## src/rtl/mem_arbiter_if.sv

```systemverilog
// Bundles the I-cache, D-cache and physical-memory handshake signals.
// The arbiter uses the slave modport; caches and memory models use the master modport.
interface mem_arbiter_if #(
   parameter int unsigned ADDR_WIDTH = 16,
   parameter int unsigned LINE_WIDTH = 128
);
   logic                  i_read;
   logic [ADDR_WIDTH-1:0] i_address;
   logic [LINE_WIDTH-1:0] i_rdata;
   logic                  i_resp;

   logic                  d_read;
   logic                  d_write;
   logic [ADDR_WIDTH-1:0] d_address;
   logic [LINE_WIDTH-1:0] d_wdata;
   logic [LINE_WIDTH-1:0] d_rdata;
   logic                  d_resp;

   logic                  pmem_read;
   logic                  pmem_write;
   logic [ADDR_WIDTH-1:0] pmem_address;
   logic [LINE_WIDTH-1:0] pmem_wdata;
   logic [LINE_WIDTH-1:0] pmem_rdata;
   logic                  pmem_resp;

   modport slave (
      input  i_read, i_address, d_read, d_write, d_address, d_wdata, pmem_rdata, pmem_resp,
      output i_rdata, i_resp, d_rdata, d_resp, pmem_read, pmem_write, pmem_address, pmem_wdata
   );

   modport master (
      output i_read, i_address, d_read, d_write, d_address, d_wdata, pmem_rdata, pmem_resp,
      input  i_rdata, i_resp, d_rdata, d_resp, pmem_read, pmem_write, pmem_address, pmem_wdata
   );
endinterface

```

## src/rtl/mem_arbiter.sv

```systemverilog
// Shares the pmem port between I-cache and D-cache, one 128-bit line access at a time.
// Define ARB_ROUND_ROBIN_EN for round-robin contention instead of D priority with starvation guard.
module mem_arbiter #(
   parameter int unsigned ADDR_WIDTH   = 16,
   parameter int unsigned LINE_WIDTH   = 128,
   parameter int unsigned STARVE_LIMIT = 4
) (
   input logic          clk,
   input logic          rst_n,
   mem_arbiter_if.slave bus
);

   typedef enum logic [1:0] {StIdle, StIBusy, StDRd, StDWr} state_e;

   state_e                r_state, w_state_d;
   logic [ADDR_WIDTH-1:0] r_addr, w_addr_d;
   logic [LINE_WIDTH-1:0] r_wdata, w_wdata_d;
   logic                  w_d_req;
   logic                  w_grant_d;
   logic                  w_grant_i;

   assign w_d_req = bus.d_read | bus.d_write;

`ifdef ARB_ROUND_ROBIN_EN
   logic r_last_d, w_last_d_d;

   assign w_grant_d = w_d_req & (~bus.i_read | ~r_last_d);
`else
   localparam logic [3:0] StarveMax = 4'(STARVE_LIMIT);

   logic [3:0] r_starve_cnt, w_starve_cnt_d;

   // D wins contention until I has watched StarveMax consecutive D grants.
   assign w_grant_d = w_d_req & (~bus.i_read | (r_starve_cnt != StarveMax));
`endif

   assign w_grant_i = bus.i_read & ~w_grant_d;

   always_comb begin
      w_state_d = r_state;
      w_addr_d  = r_addr;
      w_wdata_d = r_wdata;
`ifdef ARB_ROUND_ROBIN_EN
      w_last_d_d = r_last_d;
`else
      w_starve_cnt_d = r_starve_cnt;
`endif
      unique case (r_state)
         StIdle: begin
            if (w_grant_d) begin
               w_addr_d = bus.d_address;
               if (bus.d_write) begin
                  w_state_d = StDWr;
                  w_wdata_d = bus.d_wdata;
               end else begin
                  w_state_d = StDRd;
               end
`ifdef ARB_ROUND_ROBIN_EN
               w_last_d_d = 1'b1;
`else
               if (!bus.i_read) begin
                  w_starve_cnt_d = 4'd0;
               end else if (r_starve_cnt != StarveMax) begin
                  w_starve_cnt_d = r_starve_cnt + 4'd1;
               end
`endif
            end else if (w_grant_i) begin
               w_state_d = StIBusy;
               w_addr_d  = bus.i_address;
`ifdef ARB_ROUND_ROBIN_EN
               w_last_d_d = 1'b0;
`else
               w_starve_cnt_d = 4'd0;
`endif
            end
         end
         StIBusy, StDRd, StDWr: begin
            if (bus.pmem_resp) begin
               w_state_d = StIdle;
            end
         end
         default: w_state_d = StIdle;
      endcase
   end

   always_ff @(posedge clk) begin
      if (!rst_n) begin
         r_state <= StIdle;
         r_addr  <= '0;
         r_wdata <= '0;
`ifdef ARB_ROUND_ROBIN_EN
         r_last_d <= 1'b0;
`else
         r_starve_cnt <= 4'd0;
`endif
      end else begin
         r_state <= w_state_d;
         r_addr  <= w_addr_d;
         r_wdata <= w_wdata_d;
`ifdef ARB_ROUND_ROBIN_EN
         r_last_d <= w_last_d_d;
`else
         r_starve_cnt <= w_starve_cnt_d;
`endif
      end
   end

   // Responses are combinational so the owner sees pmem_resp in the same cycle.
   assign bus.pmem_read    = (r_state == StIBusy) || (r_state == StDRd);
   assign bus.pmem_write   = (r_state == StDWr);
   assign bus.pmem_address = r_addr;
   assign bus.pmem_wdata   = r_wdata;
   assign bus.i_resp       = (r_state == StIBusy) && bus.pmem_resp;
   assign bus.d_resp       = ((r_state == StDRd) || (r_state == StDWr)) && bus.pmem_resp;
   assign bus.i_rdata      = bus.pmem_rdata;
   assign bus.d_rdata      = bus.pmem_rdata;

endmodule

```

## src/flat_wrapper.sv

```systemverilog
// flat-port wrapper written by rule: the top's interface ports become plain ports
module mem_arbiter_flat 
#(
   parameter int unsigned ADDR_WIDTH   = 16,
   parameter int unsigned LINE_WIDTH   = 128,
   parameter int unsigned STARVE_LIMIT = 4
)
  (clk, rst_n, bus_i_read, bus_i_address, bus_d_read, bus_d_write, bus_d_address, bus_d_wdata, bus_pmem_rdata, bus_pmem_resp, bus_i_rdata, bus_i_resp, bus_d_rdata, bus_d_resp, bus_pmem_read, bus_pmem_write, bus_pmem_address, bus_pmem_wdata);
  mem_arbiter_if #(.ADDR_WIDTH(ADDR_WIDTH), .LINE_WIDTH(LINE_WIDTH)) bus_i ();
  input logic clk;
  input logic rst_n;
  input wire logic [$bits(bus_i.i_read)-1:0] bus_i_read;
  input wire logic [$bits(bus_i.i_address)-1:0] bus_i_address;
  input wire logic [$bits(bus_i.d_read)-1:0] bus_d_read;
  input wire logic [$bits(bus_i.d_write)-1:0] bus_d_write;
  input wire logic [$bits(bus_i.d_address)-1:0] bus_d_address;
  input wire logic [$bits(bus_i.d_wdata)-1:0] bus_d_wdata;
  input wire logic [$bits(bus_i.pmem_rdata)-1:0] bus_pmem_rdata;
  input wire logic [$bits(bus_i.pmem_resp)-1:0] bus_pmem_resp;
  output wire logic [$bits(bus_i.i_rdata)-1:0] bus_i_rdata;
  output wire logic [$bits(bus_i.i_resp)-1:0] bus_i_resp;
  output wire logic [$bits(bus_i.d_rdata)-1:0] bus_d_rdata;
  output wire logic [$bits(bus_i.d_resp)-1:0] bus_d_resp;
  output wire logic [$bits(bus_i.pmem_read)-1:0] bus_pmem_read;
  output wire logic [$bits(bus_i.pmem_write)-1:0] bus_pmem_write;
  output wire logic [$bits(bus_i.pmem_address)-1:0] bus_pmem_address;
  output wire logic [$bits(bus_i.pmem_wdata)-1:0] bus_pmem_wdata;
  assign bus_i.i_read = bus_i_read;
  assign bus_i.i_address = bus_i_address;
  assign bus_i.d_read = bus_d_read;
  assign bus_i.d_write = bus_d_write;
  assign bus_i.d_address = bus_d_address;
  assign bus_i.d_wdata = bus_d_wdata;
  assign bus_i.pmem_rdata = bus_pmem_rdata;
  assign bus_i.pmem_resp = bus_pmem_resp;
  assign bus_i_rdata = bus_i.i_rdata;
  assign bus_i_resp = bus_i.i_resp;
  assign bus_d_rdata = bus_i.d_rdata;
  assign bus_d_resp = bus_i.d_resp;
  assign bus_pmem_read = bus_i.pmem_read;
  assign bus_pmem_write = bus_i.pmem_write;
  assign bus_pmem_address = bus_i.pmem_address;
  assign bus_pmem_wdata = bus_i.pmem_wdata;
  mem_arbiter #(.ADDR_WIDTH(ADDR_WIDTH), .LINE_WIDTH(LINE_WIDTH), .STARVE_LIMIT(STARVE_LIMIT)) u_core (.clk(clk), .rst_n(rst_n), .bus(bus_i));
endmodule
```

## config.mk

```make
export PLATFORM = sky130hd
export DESIGN_NAME = mem_arbiter_flat
export DESIGN_NICKNAME = d
export VERILOG_FILES = /design/src/rtl/mem_arbiter_if.sv /design/src/rtl/mem_arbiter.sv /design/src/flat_wrapper.sv
export SDC_FILE = /design/constraint.sdc
export NUM_CORES = 1
export LEC_CHECK = 0
export ABC_AREA = 1
export CORE_AREA = 2 2 270 272
export CTS_CLUSTER_DIAMETER = 50
export DETAILED_ROUTE_END_ITERATION = 16
export DIE_AREA = 0 0 272 274
export PLACE_DENSITY = 0.4
export SLEW_MARGIN = 20
export SYNTH_ARGS = -nofsm -noshare
export SYNTH_HDL_FRONTEND = slang
export SYNTH_SLANG_ARGS = --single-unit
```

## constraint.sdc

```tcl
create_clock -name clk -period 2.2 [get_ports clk]
set_clock_uncertainty 0.1 [all_clocks]
set_input_delay 0.55 -clock clk [delete_from_list [all_inputs] [get_ports clk]]
set_output_delay 0.55 -clock clk [all_outputs]
set_load 0.05 [all_outputs]
```

==> impl_metrics.prom <==
# TYPE chip_impl_metric gauge
chip_impl_metric{name="critical_path.max_fanout",unit=""} 4
chip_impl_metric{name="share_of_post_route_cells_with_drive_strength_above_1",unit=""} 0.109
chip_impl_metric{name="timing_max_transition_violations_final",unit=""} 0
chip_impl_metric{name="clock_latency",unit="ps"} 470
chip_impl_metric{name="final.min_clock_period",unit="ps"} 2110
chip_impl_info{name="worstPathCellList",value="inv_1 > ha_1 > o21a_1 > buf_12"} 1
chip_impl_metric{name="yosysWarnings",unit=""} 0
chip_impl_info{name="hold_path.class",value="flop to flop"} 1
chip_impl_metric{name="timing.slew.headroom",unit=""} 0.633
chip_impl_metric{name="worst_path_largest_cell_delay",unit="ps"} 350
chip_impl_metric{name="start_util",unit=""} 0.109
chip_impl_metric{name="dp_cells",unit=""} 2009
chip_impl_metric{name="postcts_resize_cnt",unit=""} 99
chip_impl_metric{name="drtAntennaViolNets",unit=""} 0
chip_impl_metric{name="die_h",unit="microns"} 274
chip_impl_metric{name="drtIter0Drc",unit=""} 223
chip_impl_metric{name="numClockSinks",unit=""} 150
chip_impl_metric{name="placed_wire_length_estimate",unit="microns"} 21400
chip_impl_metric{name="crit_arrival",unit="ps"} 1460
chip_impl_metric{name="synth_area_per_cell",unit="sq um"} 7.65
chip_impl_metric{name="tritoncts.num_buffers",unit=""} 17
chip_impl_metric{name="vias_in_the_first_global_route",unit=""} 6390
chip_impl_metric{name="clockPowerShare",unit=""} 0.324
chip_impl_info{name="status",value="completed"} 1
chip_impl_metric{name="globalRouteOverflowTotal",unit=""} 0
chip_impl_metric{name="worst_pin_slew",unit="ps"} 553
chip_impl_info{name="mostFrequentLayoutCell",value="nor2_1"} 1
chip_impl_metric{name="num_rows",unit=""} 99
chip_impl_metric{name="io_pins",unit=""} 698
chip_impl_metric{name="detail_route.wl_per_cell",unit="microns"} 13.9
chip_impl_metric{name="grt_first_pass_wirelength",unit="microns"} 40300
chip_impl_metric{name="post-synth-top-area-fraction",unit=""} 0.384
chip_impl_metric{name="hold_viol",unit=""} 0
chip_impl_metric{name="synth_seq_cells",unit=""} 150
chip_impl_metric{name="clockBufferDepth",unit=""} 2
chip_impl_metric{name="floorplan.die_area",unit="sq um"} 74500
chip_impl_metric{name="antenna_found_initial",unit=""} 7
chip_impl_metric{name="drt-pass1-iter-count",unit=""} 4
chip_impl_metric{name="synth.yosys.seq_area_share",unit=""} 0.384
chip_impl_info{name="critPathTopFamily",value="flip-flops"} 1
chip_impl_metric{name="syn_area",unit="sq um"} 7830
chip_impl_metric{name="synthCells",unit=""} 1023
chip_impl_metric{name="critical_path.n_buffers_inverters",unit=""} 2
chip_impl_metric{name="grt_max_degree",unit=""} 68
chip_impl_metric{name="track_usage",unit=""} 0.0747
chip_impl_metric{name="die_w",unit="microns"} 272
chip_impl_info{name="crit_slowest_cell",value="dfxtp_2"} 1
chip_impl_metric{name="post_layout_nonfiller_instances",unit=""} 2040
chip_impl_metric{name="gp_congestion",unit=""} 0.759
chip_impl_metric{name="drv.max_cap_violation_count",unit=""} 0
chip_impl_info{name="cp-start-kind",value="flop"} 1
chip_impl_metric{name="core-area",unit="sq um"} 72000
chip_impl_info{name="synthDominantAreaCellType",value="dfxtp_1"} 1
chip_impl_metric{name="drc",unit=""} 0
chip_impl_metric{name="cts_hold_buffers",unit=""} 0
chip_impl_metric{name="layout-area-overhead-vs-synth",unit="%"} 34.1
chip_impl_metric{name="internal_power",unit="mW"} 5.66
chip_impl_metric{name="setup_violations",unit=""} 0
chip_impl_info{name="layout_common_cells",value="nor2_1 (261), clkdlybuf4s50_1 (164), dfxtp_1 (149), o21ai_0 (123), dlygate4sd2_1 (98)"} 1
chip_impl_metric{name="net_count_synth",unit=""} 1324
chip_impl_info{name="kind_of_critical_path",value="flop to primary output"} 1
chip_impl_info{name="cp-end-kind",value="primary output"} 1
chip_impl_metric{name="via_per_inst",unit=""} 3.10
chip_impl_metric{name="postCtsSetupBuffers",unit=""} 0
chip_impl_metric{name="routed_wirelength",unit="microns"} 28300
chip_impl_info{name="synth.top_cells.by_area",value="dfxtp_1 (38%), buf_4 (26%), nor2_1 (13%)"} 1
chip_impl_info{name="rsz0062_at_grt",value="false"} 1
chip_impl_metric{name="seq_power_share",unit=""} 0.349
chip_impl_metric{name="maximum_level_of_the_cts_h_tree",unit=""} 4
chip_impl_metric{name="layout_worst_path_cycle_share",unit=""} 0.959
chip_impl_metric{name="power_density",unit="nW/um^2"} 879
chip_impl_metric{name="dr_total_vias",unit=""} 6325
chip_impl_metric{name="report.power.total",unit="mW"} 9.22
chip_impl_metric{name="pwr-share-comb",unit=""} 0.326
chip_impl_metric{name="nFillCells",unit=""} 8260
chip_impl_metric{name="port_buffers",unit=""} 313
chip_impl_metric{name="sw_frac_of_total",unit=""} 0.387
chip_impl_info{name="clk_root_buffer_cell",value="clkbuf_16"} 1
chip_impl_metric{name="synthDistinctLibCells",unit=""} 27
chip_impl_metric{name="antenna_diode_instance_count",unit=""} 0
chip_impl_metric{name="ir_worst_vdd",unit="V"} 0.000463
chip_impl_metric{name="netSwitchingPower",unit="mW"} 3.57
chip_impl_metric{name="cp.required",unit="ps"} 1550
chip_impl_metric{name="p_leak",unit="nW"} 4.46
chip_impl_info{name="tritoncts",value="built"} 1
chip_impl_metric{name="totalNegativeSetupSlack",unit="ps"} 0
chip_impl_metric{name="worst_setup_hold_path_clk_slew",unit="ps"} 70
chip_impl_metric{name="fmax",unit="MHz"} 474
chip_impl_metric{name="finish.net_count",unit=""} 1370
==> final timing paths <==
check	from	slack, ps	depth (start not counted)	to
hold / removal	u_core.bus.pmem_wdata[23]	380	2	u_core.bus.pmem_wdata[23]
setup reg to reg	u_core.r_starve_cnt[0]	370	10	u_core.bus.pmem_wdata[10]
setup / recovery	u_core.r_state[0]	90	4	bus_d_resp
hold reg to reg	u_core.bus.pmem_wdata[23]	380	2	u_core.bus.pmem_wdata[23]
==> registers in the layout, indices dropped and copies added (netlist names) <==
name                     flops
u_core.bus.pmem_wdata      128
u_core.bus.pmem_address     16
u_core.r_starve_cnt          4
u_core.r_state               2
==> cells in the mapped netlist, drive strengths merged <==
cell,instances
a21oi,18
buf,291
clkbuf,15
clkinv,2
dfxtp,150
ha,7
inv,49
nand2,57
nand3,39
nand4,2
nor2,263
o21a,1
o21ai,128
or2,1
==> through the flow <==
step	hold WS [ps]	instance area (sq um)	util	worst slack (ps)
2_1_floorplan	372	7830	-	245
3_3_place_gp	363	10000	0.140	28.3
3_5_place_dp	372	10000	0.140	-9.95
4_1_cts	355	10500	0.146	4.08
5_1_grt	402	10500	0.146	5.01
6_report	379	10500	0.146	91.3
==> routing by layer <==
metal / vias up / global-route usage / wire (microns)
met4: 12 / 0.0506 / 1400
met5: - / 0.00706 / 106
met2: 446 / 0.113 / 12200
li1: 3031 / - / -
met3: 101 / 0.0506 / 4000
met1: 2735 / 0.0736 / 10600
==> power groups by stage <==
stage / Combinational [mW] / Clock (mW) / Sequential (mW)
after floorplan: 2.14 / 0 / 4.38
after detailed placement: 3.20 / 0 / 3.30
after global placement: 3.20 / 0 / 3.29
after CTS: 3.07 / 3.23 / 3.23
after global routing: 3.24 / 3.29 / 3.27
final: 3.01 / 2.99 / 3.22
==> cells by family (layout without fill, tap and decap cells) <==
family | Yosys count | after routing | share of synthesized area
flops | 150 | 150 | 0.384
simple gates | 362 | 362 | 0.188
buf+inv | 357 | 415 | 0.323
fa+ha+maj | 7 | 7 | 0.0112
compound gates | 147 | 147 | 0.0943
==> worst reg2reg max path: cells and delay by family, from the launching register on <==
family	cells	cell delay, ps
buffers and inverters	4	560
adder cells (fa/ha/maj)	1	210
flip-flops	1	370
AND/OR/NAND/NOR	5	520
==> cell type report <==
type | count | area, sq um | area share
sequential | 150 | 3000 | 0.286
timing repair buffer | 333 | 3220 | 0.307
tap | 959 | 1200 | 0.114
inverter | 51 | 198 | 0.0188
clock inverter | 12 | 119 | 0.0113
multi-input combinational | 516 | 2300 | 0.219
clock buffer | 19 | 453 | 0.0432
No activity file was read; power rests on OpenSTA's default activity.
==> RTL edit (same flow settings) <==
Encoding of `state_e`: now one-hot (4 bits for 4 states).
--- a/src/rtl/mem_arbiter.sv
+++ b/src/rtl/mem_arbiter.sv
@@ -11,5 +11,5 @@
 );
 
-   typedef enum logic [1:0] {StIdle, StIBusy, StDRd, StDWr} state_e;
+   typedef enum logic [3:0] {StIdle = 4'b0001, StIBusy = 4'b0010, StDRd = 4'b0100, StDWr = 4'b1000} state_e;
 
    state_e                r_state, w_state_d;
Check against the original RTL: no difference found for any inputs over 4 cycles, from zero or initial values and one cycle with rst_n low; so few cycles prove little.
==> RTL edit against the unedited design <==
- fmax grew 1.5%
- synthesized area rose by 1.2%
- design area rose by 3.3%
- first-iteration DRC count down 15%
- sequential cell count increased by 2
- total power up 31%
- setup slack better by 32 ps
- wire length grew 5.0%
- core utilization grew 0.48 points
- count of clock-buffer cells in the layout stayed put
- sequential share of layout area is 0.53 points lower
- via count rose by 8.0%
- critical endpoint unchanged
- largest cell class unchanged
- highest routed layer unchanged
==> RTL edit: results (changes against the unedited design) <==
clock transition at the registers of the reported paths 70 ps (about the same); max reg flops 128 (unchanged); All-Layer GR Usage 7.90% (was 7.47%); initial antenna violation count 4 (was 7); CP max-delay cell dfxtp_1 (was dfxtp_2); Placed Cells 2,042 (was 2,009); share of layout cells above drive strength 1 13.5% (was 10.9%); R2R Setup Slk 270 ps (was 370 ps); Post-Synthesis Cells 1,046 (was 1,023); Max H-tree Level 4 (unchanged); relative max-transition margin 64.0% (was 63.3%); # fillers 8,201 (was 8,260); antenna diode instance count 0 (unchanged); CP peak stage delay 350 ps (about the same); Post-Syn Nets 1,342 (was 1,324); DR iter-0 viols 189 (was 223); status complete, no violations (unchanged); 1st-pass router iterations 4 (unchanged); post-synthesis async set-or-reset flop share 0% (unchanged); Max Root-Sink Buffers 2 (unchanged); gpl congestion 0.738 (was 0.759); VDD IR max 0.386 mV (was 0.463 mV); dpl hpwl 22,600 um (was 21,400 um); Arr. time, crit path 1430 ps (was 1460 ps); # setup viols final 0 (unchanged); top post-synthesis cells by count buf_4 (284), nand2_1 (198), dfxtp_1 (152) (was buf_4 (268), nor2_1 (261), dfxtp_1 (150)); post-synthesis sequential area ratio 38.4% (about the same); final net count 1,398 (was 1,370); pin count of the biggest net entering global routing 61 (was 68); top cells by area, synth dfxtp_1 (38%), buf_4 (27%), nand3_1 (9.5%), nand2_1 (9.4%), a21oi_1 (8.4%) (was dfxtp_1 (38%), buf_4 (26%), nor2_1 (13%), o21ai_0 (7.9%), buf_6 (2.9%)); first-pass GRT wire length 43,400 um (was 40,300 um); Post CTS Setup Buffer Count 0 (unchanged); leakage power 4.43 nW (was 4.46 nW); WL per Instance 14.3 um (was 13.9 um); Cell Count, Final, Fillers Out 2,074 (was 2,040); via/cell ratio 3.29 (was 3.10); TritonCTS Buffers 17 (unchanged); Yosys cell types 19 (was 27); root buffer cell clkbuf_16 (unchanged); vias in the first global route 7,012 (was 6,390); Worst Hold Class register to register (unchanged)
-- RTL edit: timing repair --
action	in CTS	in global routing
pin swaps	0	3
gates cloned	0	0
resized for setup	92	8
hold buffers	0	0
setup endpoints to repair	92	39
-- RTL edit: logic make-up after synthesis --
family | Yosys count | synth area share (%)
AND/OR/NAND/NOR | 402 | 21.9
buffers and inverters | 352 | 30.6
flip-flops | 152 | 38.4
AO/OA/AOI/OAI | 137 | 8.66
adder cells (fa/ha/maj) | 2 | 0.316
XOR/XNOR | 1 | 0.111
-- RTL edit: path summary, 6_finish.rpt --
check | startpoint | to | depth (start not counted)
worst max-delay path | u_core.r_state[0] | bus_d_resp | 4
worst min-delay path | u_core.bus.pmem_wdata[65] | u_core.bus.pmem_wdata[65] | 2
worst max register to register | u_core.r_starve_cnt[0] | u_core.bus.pmem_wdata[43] | 8
worst min register to register | u_core.bus.pmem_wdata[65] | u_core.bus.pmem_wdata[65] | 2
-- RTL edit: final cells by class --
type / count / area [um2] / area share [%]
timing repair buffer: 357 / 3410 / 31.5
sequential: 152 / 3050 / 28.1
multi-input combinational: 542 / 2470 / 22.8
tap: 959 / 1200 / 11.1
clock buffer: 19 / 453 / 4.18
clock inverter: 13 / 134 / 1.23
inverter: 32 / 125 / 1.15
-- RTL edit: power by group --
| group | internal [mW] | switching (mW) | leakage, nW |
|---|---|---|---|
| Clock | 1.65 | 1.44 | 0.285 |
| Sequential | 3.27 | 0.284 | 1.25 |
| Combinational | 1.77 | 3.68 | 2.90 |
| Total | 6.70 | 5.41 | 4.43 |
-- RTL edit: per-stage QoR --
stage / area [um2] / util [%] / hold slack, ps / TNS, ps / setup slack (ps)
floorplan: 7920 / - / 365 / 0 / 172
global placement: 10300 / 14.4 / 348 / -10970 / -248
detailed placement: 10300 / 14.4 / 352 / -12800 / -249
CTS: 10800 / 15.0 / 361 / 0 / 9.79
global route: 10800 / 15.1 / 375 / 0 / 5.82
finish: 10800 / 15.1 / 354 / 0 / 123
-- RTL edit: per-layer routing --
layer  part of all wire (%)  track usage [%]  wire length, um
met1                     37             7.87            11000
met2                     46             12.5            13800
met3                     11             4.15             3130
met4                    6.0             5.93             1780
met5                   0.15            0.385               46
-- RTL edit: critical path, delay by kind of cell (launching register included) --
family | cells | cell delay, ps
flops | 1 | 350
compound gates | 1 | 200
simple gates | 2 | 250
buf+inv | 1 | 160
